`config.mk`:
```
export PLATFORM = sky130hd
export DESIGN_NAME = pipe_chain_flat
export DESIGN_NICKNAME = d
export VERILOG_FILES = /design/src/rtl/pipe_chain_pkg.sv /design/src/rtl/pipe_chain_if.sv /design/src/rtl/pipe_chain_slot.sv /design/src/rtl/pipe_chain.sv /design/src/flat_wrapper.sv
export SDC_FILE = /design/constraint.sdc
export NUM_CORES = 1
export LEC_CHECK = 0
export ABC_AREA = 1
export CORE_ASPECT_RATIO = 0.9
export CORE_MARGIN = 2
export CORE_UTILIZATION = 25
export DETAILED_ROUTE_END_ITERATION = 10
export GPL_TIMING_DRIVEN = 0
export PLACE_DENSITY = 0.56
export SYNTH_ARGS = -nofsm -noshare
export SYNTH_HDL_FRONTEND = slang
export SYNTH_SLANG_ARGS = --single-unit
```
`constraint.sdc`:
```
create_clock -name clk -period 3.31 [get_ports clk]
set_clock_uncertainty 0.05 [all_clocks]
set_input_delay 0.331 -clock clk [delete_from_list [all_inputs] [get_ports clk]]
set_output_delay 0.331 -clock clk [all_outputs]
set_load 0.005 [all_outputs]
```
`src/rtl/pipe_chain_pkg.sv`:
```
// Shared constants for the pipeline stage chain, plus the saturating add
// used by the flush-drop counter.
package pipe_chain_pkg;

  localparam int ADDRESS_LEN    = 32;
  localparam int PIPE_MAX_DEPTH = 16;
  localparam int PIPE_DROP_W    = 16;
  localparam int PIPE_INC_W     = $clog2(PIPE_MAX_DEPTH + 1);

  // Per-edge drop increments are at most PIPE_MAX_DEPTH; clamp at all-ones.
  function automatic logic [PIPE_DROP_W-1:0] sat_add_drop(
    input logic [PIPE_DROP_W-1:0] acc,
    input logic [PIPE_INC_W-1:0]  inc
  );
    logic [PIPE_DROP_W:0] sum;
    sum = {1'b0, acc} + {{(PIPE_DROP_W + 1 - PIPE_INC_W){1'b0}}, inc};
    return sum[PIPE_DROP_W] ? {PIPE_DROP_W{1'b1}} : sum[PIPE_DROP_W-1:0];
  endfunction

endpackage

```
`src/rtl/pipe_chain_if.sv`:
```
// Valid/ready payload channel used on both ends of the stage chain.
// A beat transfers on any rising edge where valid and ready are both high;
// the master holds valid and data stable until that edge, and ready may
// depend combinationally on the receiver's state but never on valid.
interface pipe_chain_if #(
  parameter int WIDTH = pipe_chain_pkg::ADDRESS_LEN
);
  logic             valid;
  logic             ready;
  logic [WIDTH-1:0] data;

  modport master (output valid, output data, input ready);
  modport slave  (input valid, input data, output ready);
endinterface

```
`src/rtl/pipe_chain_slot.sv`:
```
// One stage register of the chain: a valid bit and a payload word that
// loads from its source when the stage can take a new item.
module pipe_chain_slot
  import pipe_chain_pkg::*;
#(
  parameter int WIDTH = ADDRESS_LEN
) (
  input  logic             clk,
  input  logic             rst,
  input  logic             src_valid_i,
  input  logic [WIDTH-1:0] src_data_i,
  input  logic             adv_i,
  input  logic             flush_i,
  input  logic             freeze_i,
  output logic             valid_o,
  output logic [WIDTH-1:0] data_o,
  output logic             valid_next_o
);

  logic             valid_q;
  logic [WIDTH-1:0] data_q;
  logic             accept;

  // The stage takes its source whenever its current content leaves or it is empty.
  assign accept       = ~freeze_i & (~valid_q | adv_i);
  assign valid_next_o = accept ? src_valid_i : valid_q;

  always_ff @(posedge clk) begin
    if (rst) begin
      valid_q <= 1'b0;
      data_q  <= '0;
    end else begin
      valid_q <= valid_next_o & ~flush_i;
      if (accept && src_valid_i) begin
        data_q <= src_data_i;
      end
    end
  end

  assign valid_o = valid_q;
  assign data_o  = data_q;

endmodule

```
`src/rtl/pipe_chain.sv`:
```
// Configurable chain of stage registers with valid/ready flow control,
// global freeze, per-stage flush, occupancy and a saturating drop counter.
module pipe_chain
  import pipe_chain_pkg::*;
#(
  parameter int WIDTH = ADDRESS_LEN,
  parameter int DEPTH = 4,
  parameter int CNT_W = $clog2(DEPTH + 1)
) (
  input  logic                   clk,
  input  logic                   rst,
  pipe_chain_if.slave            in_if,
  pipe_chain_if.master           out_if,
  input  logic                   freeze,
  input  logic [DEPTH-1:0]       flush,
  output logic [DEPTH-1:0]       stage_valid,
  output logic [CNT_W-1:0]       occupancy,
  output logic [PIPE_DROP_W-1:0] drop_count
);

  logic [DEPTH-1:0]       v;
  logic [DEPTH-1:0]       v_n;
  logic [DEPTH-1:0]       adv;
  logic [WIDTH-1:0]       data_s [DEPTH];
  logic [PIPE_INC_W-1:0]  drop_inc;
  logic [CNT_W-1:0]       occ;
  logic [PIPE_DROP_W-1:0] drop_q;
  logic [PIPE_DROP_W-1:0] drop_d;

  // Ready ripples from the output back toward stage 0.
  always_comb begin
    logic a;
    a = out_if.ready & ~freeze;
    adv[DEPTH-1] = a;
    for (int i = DEPTH - 2; i >= 0; i--) begin
      a = ~freeze & (~v[i+1] | a);
      adv[i] = a;
    end
  end

  assign in_if.ready = ~rst & ~freeze & (~v[0] | adv[0]);

  for (genvar g = 0; g < DEPTH; g++) begin : g_slot
    logic             src_valid;
    logic [WIDTH-1:0] src_data;

    if (g == 0) begin : g_head
      assign src_valid = in_if.valid;
      assign src_data  = in_if.data;
    end else begin : g_body
      assign src_valid = v[g-1];
      assign src_data  = data_s[g-1];
    end

    pipe_chain_slot #(.WIDTH(WIDTH)) u_slot (
      .clk         (clk),
      .rst         (rst),
      .src_valid_i (src_valid),
      .src_data_i  (src_data),
      .adv_i       (adv[g]),
      .flush_i     (flush[g]),
      .freeze_i    (freeze),
      .valid_o     (v[g]),
      .data_o      (data_s[g]),
      .valid_next_o(v_n[g])
    );
  end

  always_comb begin
    occ      = '0;
    drop_inc = '0;
    for (int i = 0; i < DEPTH; i++) begin
      occ      = occ + CNT_W'(v[i]);
      drop_inc = drop_inc + PIPE_INC_W'(v_n[i] & flush[i]);
    end
  end

  assign drop_d = sat_add_drop(drop_q, drop_inc);

  always_ff @(posedge clk) begin
    if (rst) begin
      drop_q <= '0;
    end else begin
      drop_q <= drop_d;
    end
  end

  assign out_if.valid = v[DEPTH-1];
  assign out_if.data  = data_s[DEPTH-1];
  assign stage_valid  = v;
  assign occupancy    = occ;
  assign drop_count   = drop_q;

endmodule

```
`src/flat_wrapper.sv`:
```
// flat-port wrapper written by rule: the top's interface ports become plain ports
module pipe_chain_flat import pipe_chain_pkg::*;
#(
  parameter int WIDTH = ADDRESS_LEN,
  parameter int DEPTH = 4,
  parameter int CNT_W = $clog2(DEPTH + 1)
)
  (clk, rst, freeze, flush, stage_valid, occupancy, drop_count, in_if_valid, in_if_data, in_if_ready, out_if_valid, out_if_data, out_if_ready);
  pipe_chain_if #(.WIDTH(WIDTH)) in_if_i ();
  pipe_chain_if #(.WIDTH(WIDTH)) out_if_i ();
  input  logic clk;
  input  logic rst;
  input  logic freeze;
  input  logic [DEPTH-1:0] flush;
  output logic [DEPTH-1:0] stage_valid;
  output logic [CNT_W-1:0] occupancy;
  output logic [PIPE_DROP_W-1:0] drop_count;
  input wire logic [$bits(in_if_i.valid)-1:0] in_if_valid;
  input wire logic [$bits(in_if_i.data)-1:0] in_if_data;
  output wire logic [$bits(in_if_i.ready)-1:0] in_if_ready;
  output wire logic [$bits(out_if_i.valid)-1:0] out_if_valid;
  output wire logic [$bits(out_if_i.data)-1:0] out_if_data;
  input wire logic [$bits(out_if_i.ready)-1:0] out_if_ready;
  assign in_if_i.valid = in_if_valid;
  assign in_if_i.data = in_if_data;
  assign in_if_ready = in_if_i.ready;
  assign out_if_valid = out_if_i.valid;
  assign out_if_data = out_if_i.data;
  assign out_if_i.ready = out_if_ready;
  pipe_chain #(.WIDTH(WIDTH), .DEPTH(DEPTH), .CNT_W(CNT_W)) u_core (.clk(clk), .rst(rst), .in_if(in_if_i), .out_if(out_if_i), .freeze(freeze), .flush(flush), .stage_valid(stage_valid), .occupancy(occupancy), .drop_count(drop_count));
endmodule
```
# Word level (Yosys, flattened, before mapping)

Index checks and enable logic that the tools add are counted.

Add/sub/neg operators: 7
Multiplexer cells: 5
Bitwise gates (word level): 29
Reduce and logical (&&, ||, !) cells: 4

Operator list:

| kind                   | number |
|---|---|
| adder 16 x 5 -> 17 bit | 1 |
| two-way mux 16 bit     | 1 |
| adder 5 bit            | 3 |
| AND 1 bit              | 15 |
| inverter 1 bit         | 10 |
| adder 3 x 1 -> 3 bit   | 2 |
| logical AND 1 bit      | 4 |
| two-way mux 1 bit      | 4 |
| bitwise OR 1 bit       | 4 |
| adder 1 x 1 -> 2 bit   | 1 |

Register bits after elaboration: 148
Bits of input ports: 41
Output and inout port bits: 57
Logic and storage cells: 54

# Longest topological paths before layout

Word-level depth: 17
Depth in mapped cells: 23
Mapped depth without buffers: 23

# Cells and area by module

Synthesis repeated with hierarchy kept, for this count alone.

Cells, all modules: 1277
Area, all modules: 8013.9 um2

By module, submodules not included:

| module          | times used | cells each | area an instance (um2) | seq. area each (um2) |
|---|---|---|---|---|
| pipe_chain_slot | 4          | 282        | 1739.2                 | 660.6 |
| pipe_chain      | 1          | 149        | 1057.3                 | 320.3 |

# Worst setup path after synthesis

OpenSTA, ideal clock, no wires.

Path kind: flip-flop to flip-flop
From: register u_core.g_slot[3].u_slot.valid_q
To: register u_core.drop_q[11], in the netlist u_core.drop_count[11]
Setup time: 0.057 ns
Arrival time: 3.385 ns
Required time: 3.203 ns
Setup slack: -0.181 ns
Cell stages (with the launch flop): 22
Path buffers: 1
Clock period less this slack: 3.491 ns
Path through: dfxtp_1 > nand2_1 > nand2_2 > nand2_2 > nand2_4 > nand2_4 > a21oi_1 > o21ai_0 > fa_1 > inv_1 > ha_1 > ha_1 > inv_1 > fa_1 > inv_1 > nand3_1 > nand2_1 > nand4_1 > buf_2 > nand3_1 > nand2_1 > inv_1

Word-level cells in the longest chain between the ends: 16
Elaborated cells on any way between the ends: 22
Classes of those cells: 4 x add/sub; 5 x mux; 13 x bitwise

RTL lines:

| element                    | RTL line                                | RTL |
|---|---|---|
| start: declaration         | pipe_chain_slot.sv:20                   | `logic valid_q;` |
| start signal: assignment   | pipe_chain_slot.sv:33                   | `valid_q <= valid_next_o & ~flush_i;` |
| inverter 1 bit             | pipe_chain_slot.sv:25, pipe_chain.sv:36 |  |
| bitwise OR 1 bit           | pipe_chain_slot.sv:25, pipe_chain.sv:36 |  |
| AND 1 bit                  | pipe_chain_slot.sv:25, pipe_chain.sv:36 |  |
| bitwise OR 1 bit           | pipe_chain_slot.sv:25, pipe_chain.sv:36 |  |
| AND 1 bit                  | pipe_chain_slot.sv:25, pipe_chain.sv:36 |  |
| bitwise OR 1 bit           | pipe_chain_slot.sv:25, pipe_chain.sv:36 |  |
| AND 1 bit                  | pipe_chain_slot.sv:25, pipe_chain.sv:36 |  |
| bitwise OR 1 bit           | pipe_chain_slot.sv:25                   | `assign accept = ~freeze_i & (~valid_q \| adv_i);` |
| AND 1 bit                  | pipe_chain_slot.sv:25                   |  |
| two-way mux 1 bit          | pipe_chain_slot.sv:26                   | `assign valid_next_o = accept ? src_valid_i : valid_q;` |
| AND 1 bit                  | pipe_chain.sv:74                        | `drop_inc = drop_inc + PIPE_INC_W'(v_n[i] & flush[i]);` |
| adder 5 bit (2 in a row)   | pipe_chain.sv:74                        |  |
| adder 5 bit (*)            | pipe_chain.sv:74                        |  |
| adder 16 x 5 -> 17 bit (*) | pipe_chain_pkg.sv:16                    | `sum = {1'b0, acc} + {{(PIPE_DROP_W + 1 - PIPE_INC_W){1'b0}}, inc};` |
| two-way mux 16 bit (*)     | pipe_chain_pkg.sv:17                    | `return sum[PIPE_DROP_W] ? {PIPE_DROP_W{1'b1}} : sum[PIPE_DROP_W-1:0];` |
| end signal: assignment     | pipe_chain.sv:84                        | `drop_q <= drop_d;` |
| end: declaration           | pipe_chain.sv:27                        | `logic [PIPE_DROP_W-1:0] drop_q;` |

Every way passes the cells marked *; elsewhere a longest branch is shown, timed or not.
A chain may end at the register's enable or synchronous reset.

# Worst setup path after layout

From: register u_core.g_slot[3].u_slot.valid_q
To: register u_core.drop_q[13], in the netlist u_core.drop_count[13]

The elaborated chain is that of the path after synthesis.

==> results.json <==
{
  "status": "finished clean",
  "critical_path_required_ns": 3.63,
  "syn_to_final_growth_pct": 35.2,
  "reg2reg_from": "u_core.g_slot[3].u_slot.valid_o",
  "reg2reg_slack_ns": 0.10,
  "numCtsBuffers": 17,
  "synth_top_area_cell": "dfxtp_1",
  "worstMarginPinSlew_ns": 0.698,
  "fin_crit_ns": 3.21,
  "wl_per_cell_um": 12.4,
  "whs_ns": 0.215,
  "synth_area_um2": 6070,
  "rsz0062_at_grt": "yes",
  "postCtsHoldBufs": 0,
  "slew-limit-headroom": 0.535,
  "synthArstFlopShare": 0,
  "antenna_found_initial": 0,
  "syn_avg_cell_area_um2": 7.40,
  "first_iter_violations": 213,
  "start_util": 0.252,
  "worstReg2RegEnd": "u_core.drop_count[13]",
  "cp_max_fo": 4,
  "timing.fmax_mhz": 312,
  "insertion_delay_ns": 0.42,
  "core_um2": 24100,
  "synth_top_area_share": 0.488,
  "ir_drop_mv": 0.238,
  "yosys.cell_types.count": 32,
  "grt_pass1_vias": 4939,
  "dieWidth_um": 168,
  "power_density_nw_per_um2": 484,
  "grt_pass1_wl_mm": 25.3,
  "cts_root_buf": "clkbuf_16",
  "synth_seq_cells": 148,
  "hold_path_class": "in -> reg",
  "ios": 98,
  "grt_max_degree": 17,
  "drive_above_1_share": 0.120,
  "postLayoutCoreUtil": 0.341,
  "drv_cap": 0,
  "grt_util_all_layers": 0.125,
  "synth_cells": 820,
  "p_total_mw": 3.98,
  "p_leak_nw": 3.46,
  "remaining_drc_errors": 0,
  "yosys_warnings": 0,
  "critPathLaunch": "u_core.g_slot[3].u_slot.valid_o",
  "dieHeight_um": 152,
  "place.gp.congestion": 0.843,
  "synth-edff-count": 0,
  "cp-start-kind": "register",
  "place_hpwl_mm": 11.4,
  "cts_tree": "built",
  "finalMaxSlewViolations": 0,
  "routed_via_density": 4.16,
  "reg2regPathDepth": 21,
  "wl_mm": 15.8,
  "ys_dominant_reg_cell": "dfxtp_1",
  "overflow": 0,
  "num_rows": 54,
  "layout.nets": 998,
  "clock_path_buffers": 2,
  "h-tree-depth": 4,
  "yosys-top-cells-area": "dfxtp_1 49%, nor2_1 10%, nand2_1 8.4%",
  "portBuffers": 95,
  "antennaDiodeCount": 0,
  "setup_viol": 0,
  "firstDrtPassIters": 5,
  "crit_arrival_ns": 3.52,
  "hp-start": "rst",
  "nFillCells": 2636,
  "crit_path_end": "u_core.drop_count[13]",
  "cts.clk_slew.worst_paths_ns": 0.06,
  "clkSinkCount": 148,
  "syn_nets": 871,
  "dieArea_um2": 25600,
  "crit_type": "reg -> reg",
  "ys_seq_area_frac": 0.488,
  "via_count": 5271,
  "ant_nets": 0,
  "endpoint_kind": "register",
  "finalHoldViolations": 0,
  "min_period_over_period": 0.969
}
[flip-flops by register name, indices dropped and copies added, names as in the netlist]
register and count:
u_core.g_slot.u_slot.data_o 128, u_core.drop_count 16, u_core.g_slot.u_slot.valid_o 4
[area by class of cell]
type / count / area, µm² / share of cell area
clock buffer: 18 / 439 / 0.0535
buffer: 51 / 283 / 0.0345
sequential: 148 / 2970 / 0.362
inverter: 75 / 289 / 0.0352
clock inverter: 14 / 153 / 0.0186
multi-input combinational: 545 / 2640 / 0.321
timing repair buffer: 109 / 1050 / 0.128
tap: 308 / 385 / 0.0470
[cell usage in the layout (no fill, tap or decap), types with 7 or more instances in the layout]
cell and instances:
nand3_1 46, clkbuf_16 17, buf_6 7, clkbuf_1 22, nor2_1 168, a21oi_1 74
clkdlybuf4s50_1 93, dfxtp_1 145, buf_4 18, nand2_1 134, buf_2 17, nor2_2 7
o21ai_1 15, inv_1 68, o21ai_0 54
[kinds of logic (layout without fill, tap and decap cells)]
group | after synthesis | count (layout) | synth area share
buf+inv | 127 | 267 | 0.0931
fa+ha+maj | 10 | 10 | 0.0243
flops | 148 | 148 | 0.488
compound gates | 149 | 149 | 0.125
xor+xnor | 5 | 5 | 0.00721
simple gates | 381 | 381 | 0.263
[cell usage after synthesis (7+ instances only)]
cell type	number
a21oi_1	77
buf_2	18
clkbuf_1	22
dfxtp_1	148
ha_1	7
inv_1	71
nand2_1	136
nand3_1	49
nor2_1	169
o21ai_0	57
o21ai_1	13
[report_power, final]
part | internal (mW) | switching [mW]
clock network | 1.14 | 0.763
logic | 0.107 | 0.128
registers | 1.82 | 0.0220
total | 3.06 | 0.913
[worst min-delay path by stage]
| stage | end | slack [ns] | depth (start not counted) |
|---|---|---|---|
| floorplan | u_core.g_slot[3].u_slot.valid_o | 0.35 | 1 |
| global placement | u_core.g_slot[3].u_slot.data_o[25] | 0.40 | 2 |
| detailed placement | u_core.g_slot[3].u_slot.data_o[27] | 0.40 | 2 |
| CTS | u_core.g_slot[3].u_slot.valid_o | 0.21 | 2 |
| global route | u_core.g_slot[3].u_slot.valid_o | 0.22 | 2 |
| finish | u_core.g_slot[3].u_slot.valid_o | 0.22 | 2 |
[per-layer routing]
| layer | share of wire | routed length [µm] | track usage |
|---|---|---|---|
| met5 | 0 | 0 | 0 |
| met4 | 0.0063 | 99 | 0.0480 |
| met3 | 0.031 | 496 | 0.0258 |
| met2 | 0.48 | 7500 | 0.197 |
| met1 | 0.49 | 7680 | 0.168 |
[worst max-delay path: stages, from the launching register on]
cell	delay, ns
dfxtp_4	0.35
nand2_4	0.05
nand2_2	0.06
nand2_2	0.06
nand2_4	0.09
nand2_4	0.07
a21oi_4	0.14
o21ai_2	0.07
fa_1	0.47
inv_1	0.04
ha_2	0.32
ha_4	0.14
inv_1	0.05
fa_2	0.34
inv_2	0.08
nand3_4	0.08
nand2_4	0.12
nand4_1	0.18
buf_4	0.21
nand3_1	0.07
nand2_1	0.05
inv_1	0.06
[timing repair]
action | in CTS | in global routing
cloned | 1 | 0
endpoints found under the setup margin | 16 | 16
buffers inserted | 9 | 4
pin swaps | 8 | 8
resized for setup | 19 | 12
[per-stage QoR]
stage	TNS, ns	setup slack, ns	std cells	instance area, µm²
global placement	-15.76	-1.05	1223	7420
CTS	0	0.00740	1264	8130
floorplan	0	0.00837	820	6090
global route	-0.932	-0.101	1268	8210
finish	0	0.102	1268	8210
detailed placement	-16.42	-1.09	1223	7420
Power figures use the tool's default switching activity.
